==> config.mk <==
export PLATFORM = sky130hd
export DESIGN_NAME = memory_bank_flat
export DESIGN_NICKNAME = d
export VERILOG_FILES = /design/src/rtl/memory_bank_if.sv /design/src/rtl/memory_bank.sv /design/src/flat_wrapper.sv
export SDC_FILE = /design/constraint.sdc
export NUM_CORES = 1
export LEC_CHECK = 0
export CAP_MARGIN = 40
export CORE_MARGIN = 4
export CORE_UTILIZATION = 40
export DETAILED_ROUTE_END_ITERATION = 8
export PLACE_DENSITY_LB_ADDON = 0.15
export SETUP_SLACK_MARGIN = 0.15
export SYNTH_ARGS = -nofsm -noshare
export SYNTH_HDL_FRONTEND = slang
export SYNTH_SLANG_ARGS = --single-unit
==> constraint.sdc <==
create_clock -name clk -period 4.2 [get_ports clk]
set_clock_uncertainty 0.15 [all_clocks]
set_input_delay 0.84 -clock clk [delete_from_list [all_inputs] [get_ports clk]]
set_output_delay 0.84 -clock clk [all_outputs]
set_load 0.02 [all_outputs]
==> src/rtl/memory_bank_if.sv <==
`default_nettype none
// ============================================================================
//  Module   : memory_bank_if
//  Purpose  : Bus bundle between a requester (switch/button logic) and the
//             memory_bank storage block.
//  Signals  : data     - write data (WIDTH)
//             store    - write strobe
//             addr     - word address for store and load (ADDR_W)
//             load     - read request
//             clear    - start sequential clear of all words
//             memory   - registered read data (WIDTH)
//             rd_valid - one-cycle pulse when memory was updated by a load
//             hit      - addressed word had been written since clear/reset
//             busy     - clear engine running
//             valid    - per-word written flags (DEPTH)
//  Modports : master (requester side), slave (memory_bank side)
//  Revision : 1.0 - initial release
// ============================================================================
interface memory_bank_if #(
  parameter int WIDTH = 8,
  parameter int DEPTH = 4
);
  localparam int ADDR_W = $clog2(DEPTH);

  logic [WIDTH-1:0]  data;
  logic              store;
  logic [ADDR_W-1:0] addr;
  logic              load;
  logic              clear;
  logic [WIDTH-1:0]  memory;
  logic              rd_valid;
  logic              hit;
  logic              busy;
  logic [DEPTH-1:0]  valid;

  modport master (
    output data, store, addr, load, clear,
    input  memory, rd_valid, hit, busy, valid
  );

  modport slave (
    input  data, store, addr, load, clear,
    output memory, rd_valid, hit, busy, valid
  );
endinterface
`default_nettype wire

==> src/rtl/memory_bank.sv <==
`default_nettype none
// ============================================================================
//  Module   : memory_bank
//  Purpose  : DEPTH x WIDTH register-array memory with synchronous write,
//             registered read port, per-word valid flags and a sequential
//             clear engine that zeroes one word per clock.
//  Ports    : clk   - rising-edge clock
//             reset - asynchronous active-high reset
//             bus   - memory_bank_if.slave (data/store/addr/load/clear in,
//                     memory/rd_valid/hit/busy/valid out)
//  Revision : 1.0 - initial release
// ============================================================================
module memory_bank #(
  parameter int WIDTH = 8,
  parameter int DEPTH = 4
) (
  input  logic          clk,
  input  logic          reset,
  memory_bank_if.slave  bus
);

  localparam int ADDR_W = $clog2(DEPTH);
  localparam logic [ADDR_W-1:0] c_last_ptr = ADDR_W'(DEPTH - 1);

  typedef enum logic [0:0] {
    IDLE  = 1'b0,
    CLEAR = 1'b1
  } state_t;

  state_t            r_state;
  state_t            w_state_next;
  logic [ADDR_W-1:0] r_ptr;
  logic [WIDTH-1:0]  r_mem [DEPTH];
  logic [DEPTH-1:0]  r_valid;
  logic [WIDTH-1:0]  r_memory;
  logic              r_hit;
  logic              r_rd_valid;

  logic              w_start_clear;
  logic              w_clear_last;
  logic              w_in_range;
  logic              w_write;
  logic              w_read;
  logic [WIDTH-1:0]  w_rd_data;
  logic              w_rd_hit;

  // Next-state logic and request qualification. A clear request on an IDLE
  // edge wins over any store/load presented on the same edge.
  always_comb begin
    w_state_next  = r_state;
    w_start_clear = 1'b0;
    w_clear_last  = (r_ptr == c_last_ptr);
    w_in_range    = (int'(bus.addr) < DEPTH);
    w_write       = 1'b0;
    w_read        = 1'b0;

    case (r_state)
      IDLE: begin
        if (bus.clear) begin
          w_state_next  = CLEAR;
          w_start_clear = 1'b1;
        end else begin
          w_write = bus.store && w_in_range;
          w_read  = bus.load;
        end
      end
      CLEAR: begin
        if (w_clear_last) begin
          w_state_next = IDLE;
        end
      end
      default: w_state_next = IDLE;
    endcase
  end

  // Read mux: write-first on a same-cycle store, zero for out-of-range.
  always_comb begin
    w_rd_data = '0;
    w_rd_hit  = 1'b0;
    if (w_write) begin
      w_rd_data = bus.data;
      w_rd_hit  = 1'b1;
    end else if (w_in_range) begin
      w_rd_data = r_mem[bus.addr];
      w_rd_hit  = r_valid[bus.addr];
    end
  end

  always_ff @(posedge clk or posedge reset) begin
    if (reset) begin
      r_state    <= IDLE;
      r_ptr      <= '0;
      r_valid    <= '0;
      r_memory   <= '0;
      r_hit      <= 1'b0;
      r_rd_valid <= 1'b0;
      for (int i = 0; i < DEPTH; i++) begin
        r_mem[i] <= '0;
      end
    end else begin
      r_state    <= w_state_next;
      r_rd_valid <= w_read;

      if (w_start_clear) begin
        r_ptr <= '0;
      end else if (r_state == CLEAR) begin
        r_mem[r_ptr]   <= '0;
        r_valid[r_ptr] <= 1'b0;
        // Explicit return to 0 so non-power-of-two depths never step past
        // the last word.
        r_ptr <= w_clear_last ? '0 : r_ptr + ADDR_W'(1);
      end

      if (w_write) begin
        r_mem[bus.addr]   <= bus.data;
        r_valid[bus.addr] <= 1'b1;
      end

      if (w_read) begin
        r_memory <= w_rd_data;
        r_hit    <= w_rd_hit;
      end
    end
  end

  assign bus.memory   = r_memory;
  assign bus.hit      = r_hit;
  assign bus.rd_valid = r_rd_valid;
  assign bus.busy     = (r_state == CLEAR);
  assign bus.valid    = r_valid;

endmodule
`default_nettype wire

==> src/flat_wrapper.sv <==
// flat-port wrapper written by rule: the top's interface ports become plain ports
module memory_bank_flat 
#(
  parameter int WIDTH = 8,
  parameter int DEPTH = 4
)
  (clk, reset, bus_data, bus_store, bus_addr, bus_load, bus_clear, bus_memory, bus_rd_valid, bus_hit, bus_busy, bus_valid);
  memory_bank_if #(.WIDTH(WIDTH), .DEPTH(DEPTH)) bus_i ();
  input  logic clk;
  input  logic reset;
  input wire logic [$bits(bus_i.data)-1:0] bus_data;
  input wire logic [$bits(bus_i.store)-1:0] bus_store;
  input wire logic [$bits(bus_i.addr)-1:0] bus_addr;
  input wire logic [$bits(bus_i.load)-1:0] bus_load;
  input wire logic [$bits(bus_i.clear)-1:0] bus_clear;
  output wire logic [$bits(bus_i.memory)-1:0] bus_memory;
  output wire logic [$bits(bus_i.rd_valid)-1:0] bus_rd_valid;
  output wire logic [$bits(bus_i.hit)-1:0] bus_hit;
  output wire logic [$bits(bus_i.busy)-1:0] bus_busy;
  output wire logic [$bits(bus_i.valid)-1:0] bus_valid;
  assign bus_i.data = bus_data;
  assign bus_i.store = bus_store;
  assign bus_i.addr = bus_addr;
  assign bus_i.load = bus_load;
  assign bus_i.clear = bus_clear;
  assign bus_memory = bus_i.memory;
  assign bus_rd_valid = bus_i.rd_valid;
  assign bus_hit = bus_i.hit;
  assign bus_busy = bus_i.busy;
  assign bus_valid = bus_i.valid;
  memory_bank #(.WIDTH(WIDTH), .DEPTH(DEPTH)) u_core (.clk(clk), .reset(reset), .bus(bus_i));
endmodule
# Word-level counts from Yosys, hierarchy flattened
# Cells that the tools add are included.
# classes
reduce_logical	5
n_mux	33
addsub	1
magnitude_cmp	8
bitwise_logic	8
eq_ne	1
# op_table
op	count
$mux 32	3
$mux 8	5
$and 32x32->32	1
$bwmux 32	1
$demux 8 s2	2
$not 32->32	1
$bmux 8 s2	1
$mux 4	3
$mux 1	11
$ge 3x3->1 const B	2
$lt 2x3->1 const B	2
$lt 3x1->1 const B	2
$mux 2	3
$not 2->3	2
$and 4x4->4	1
$demux 1 s2	2
$ge 2x1->1 const B	2
$logic_and 1x1->1	4
$not 4->4	1
$or 4x4->4	1
$add 2x1->2 const B	1
$bmux 1 s2	1
$eq 2x2->1 const B	1
$pmux 1 s2	1
other kinds (2)	2
# word_totals
out_inout_bits	15
reg_bits	49
in_bits	15

# Logic depth before layout (Yosys ltp)
# logic_depth
depth_word	11
ltp_mapped	5

# Worst setup path before layout
# Ideal clock, no wire load.
# synth_path
path_kind	input port to flip-flop
startpoint	in bus_addr[0]
endpoint	reg u_core.r_memory[0] (netlist: u_core.bus.memory[0])
t_required_ns	3.924
arrival_ns	1.637
stages	4
n_path_buf	1
setup_slack_ns	2.287
setup_time_ns	0.126
path_cell_list	buf_6 -> mux4_2 -> mux2i_1 -> a21oi_1
# synth_between
elab_chain_cells	5
# synth_rtl
item	line_no	source
from (decl)	flat_wrapper.sv:13	input wire logic [$bits(bus_i.addr)-1:0] bus_addr;
$not 2->3 (not written as such)	memory_bank.sv:84	w_rd_data = r_mem[bus.addr];
$bmux 8 s2	memory_bank.sv:84	
$mux 8 (not written as such) (2 in a row)	memory_bank.sv:84	
$mux 8	memory_bank.sv:80	if (w_write) begin
to (signal assigned)	memory_bank.sv:120	r_memory <= w_rd_data;
to (decl)	memory_bank.sv:35	logic [WIDTH-1:0] r_memory;
# No other way between the ends. The select of a mux whose other input is x is not followed.
# A chain may end at the register's enable or synchronous reset.

# Worst setup path in the final report
# layout_path
startpoint	in bus_addr[0]
endpoint	reg u_core.r_memory[5] (netlist: u_core.bus.memory[5])
# Same word-level chain as after synthesis.

==> out/metrics.cfg <==
[global_route]
top_usage_layer = met2
antenna_found_initial = 0
overflow = 0
grt_util_met2_pct = 26.0
grt_pass1_vias = 1694
grtUsageMet3_pct = 3.24
grt_max_degree = 27
track_usage_pct = 15.7
grtUsageMet1_pct = 20.9
grt_pass1_wl_microns = 8820

[yosys]
async_flop_share_pct = 100
synth-main-ff-cell = dfrtp_1
synth_cell_types = 20
synth.top_cell.area_share_pct = 52.3
syn_nets = 212
ys_top_cells_by_count = dfrtp_1, mux2i_1, nand2_1
synth_seq_area_share_pct = 52.3
synth-seq-cells = 49
synth_edf_count = 0
synth_most_common_cell = dfrtp_1
synth_area_sq_mm = 0.00234
netlist_instances = 193
synth_warnings = 0
syn_avg_cell_area_sq_um = 12.1
synthTopCellsByArea = dfrtp_1, mux2i_1, nand2_1, mux4_2, mux4_1
yosysTopAreaCell = dfrtp_1

[detailed_routing]
vias = 1553
ant_nets = 0
vias_per_cell = 5.23
post_drt_wl_per_cell_microns = 17.7
wl_microns = 5260
drc_errors = 0
first_pass_iters = 4
drt_iter0_drc = 123

[clock_network]
holdBufCountCts = 0
clk_root_buffer_cell = clkbuf_8
htree_levels = 2
cts.sinks = 49
clock_path_buffers = 2
post_cts_buffers = 0
cts-resized-gates = 0
cts-buffers-inserted = 5
tritoncts = built
insertion_delay_ns = 0.29
clk_pin_slew_ns = 0.09

[critical_path]
reg2reg_from = u_core.bus.busy$_DFF_PP0_
worst_setup_path_start_kind = input port
endpoint_kind = flip-flop
r2r_cells = 3
worstPathArrival_ns = 2.65
critPathKind = input port to flip-flop
crit_start = bus_addr[0]
path_max_fanout = 8
regToRegEndpoint = u_core.r_mem[22]$_DFF_PP0_
crit_path_end = u_core.bus.memory[5]$_DFFE_PP0P_
regToRegSetupSlack_ns = 2.33
required_ns = 4.20

[final_layout]
nNetsFinal = 243
multiInputGateArea_sq_mm = 0.00101
register_area_sq_mm = 0.00123
drive_gt1_share_pct = 9.78
fillers = 522
syn_to_final_growth_pct = 19.9
insertedDiodeCount = 0

[placed_design]
globalplace.congestion = 0.759
hpwl_microns = 3820
io_buffers = 29
pre_cts_slack_ns = 1.26

[timing]
finalMaxSlewViolations = 0
setup_violations = 0
fin_crit_sh_pct = 63.1
maxSlewHeadroom_pct = 54.6
setup_ws_ns = 1.55
tightestPinTransition_ns = 0.680
fmax_mhz = 377
whs_ns = 0.368
fin_setup_tns_ns = 0
hold_viol = 0
finalCriticalPeriod_ns = 2.65
rsz0062_at_grt = no

[power]
p_leak_nw = 1.39
power_per_cell_area_mw_per_mm2 = 552
ir_drop_uv = 311

[job]
maxCapViolCount = 0

[run_status]
run_status = finished clean

[floorplan]
rows = 27
die_area_sq_mm = 0.00715
die_height_microns = 84.6
die_width_microns = 84.6
boundaryPins = 30
design.core.area_sq_mm = 0.00561
start_util_pct = 41.8

[worst_hold_path]
min_path_type = flip-flop to flip-flop

## sequential cells by signal, indices dropped and copies added, names as in the netlist
| name | flops |
|---|---|
| u_core.bus.hit | 1 |
| u_core.bus.rd_valid | 1 |
| u_core.bus.memory | 8 |
| u_core.bus.valid | 4 |
| u_core.bus.busy | 1 |
| u_core.r_mem | 32 |
| u_core.r_ptr | 2 |
## cells by family after synthesis
logic type / count (synthesis) / synth area share (%)
AO/OA/AOI/OAI: 14 / 3.52
adder cells (fa/ha/maj): 4 / 2.13
buffers and inverters: 20 / 4.59
flip-flops: 49 / 52.3
multiplexers: 49 / 26.4
AND/OR/NAND/NOR: 57 / 11.1
## worst min-delay path by stage
| stage | slack, ns | from | endpoint | depth (start not counted) |
|---|---|---|---|---|
| 6_report | 0.37 | u_core.bus.valid[3]$_DFF_PP0_ | u_core.bus.valid[3]$_DFF_PP0_ | 2 |
| 5_1_grt | 0.40 | u_core.bus.memory[7]$_DFFE_PP0P_ | u_core.bus.memory[7]$_DFFE_PP0P_ | 2 |
| 4_1_cts | 0.37 | u_core.bus.valid[3]$_DFF_PP0_ | u_core.bus.valid[3]$_DFF_PP0_ | 2 |
| 3_5_place_dp | 0.35 | u_core.bus.valid[3]$_DFF_PP0_ | u_core.bus.valid[3]$_DFF_PP0_ | 2 |
| 3_3_place_gp | 0.35 | u_core.bus.valid[0]$_DFF_PP0_ | u_core.bus.valid[0]$_DFF_PP0_ | 1 |
| 2_1_floorplan | 0.34 | u_core.r_mem[15]$_DFF_PP0_ | u_core.r_mem[15]$_DFF_PP0_ | 2 |
## critical path, stage by stage
cell             delay [ns]
clkdlybuf4s50_1        0.67
buf_4                  0.25
mux4_1                 0.57
mux2i_1                0.21
a21oi_1                0.10
## report_power, final
part	leakage [nW]	internal (mW)	total (mW)	switching, mW
sequential	0.648	0.600	0.694	0.0935
clock	0.0542	0.149	0.298	0.149
combinational	0.692	0.248	0.559	0.311
total	1.39	0.997	1.55	0.553
## stage by stage
stage	cells	power [mW]	area (sq um)	util, %
floorplan	193	1.02	2340	-
detailed placement	289	1.27	2710	48.3
global placement	288	1.24	2680	47.8
global route	297	1.65	2810	50.1
finish	297	1.55	2810	50.1
CTS	297	1.57	2810	50.1
## final cells by class
class                   instances  share of cell area (%)
inverters                      11                    1.47
multi-input cells             124                    36.0
flip-flops and latches         49                    43.6
clock inverters                 1                   0.178
repair buffers                 33                    12.1
clock buffers                   7                    3.43
well taps                      72                    3.21
## cell usage in the layout, fill, tap and decap left out, types with 5 or more instances in the layout
cell / netlist / final
a21oi_1: 10 / 10
mux4_2: 5 / 5
mux2i_1: 40 / 40
nand2_1: 40 / 40
clkdlybuf4s50_1: 0 / 29
nor2_1: 11 / 11
clkbuf_8: 0 / 7
dfrtp_1: 49 / 49
inv_1: 11 / 10
## per-layer routing
layer	part of all wire [%]	up-vias
met3	5.8	6
met4	1.1	0
met2	49	43
li1	-	727
met5	0	-
met1	44	777
Note: power is estimated with default switching activity, not from simulation.
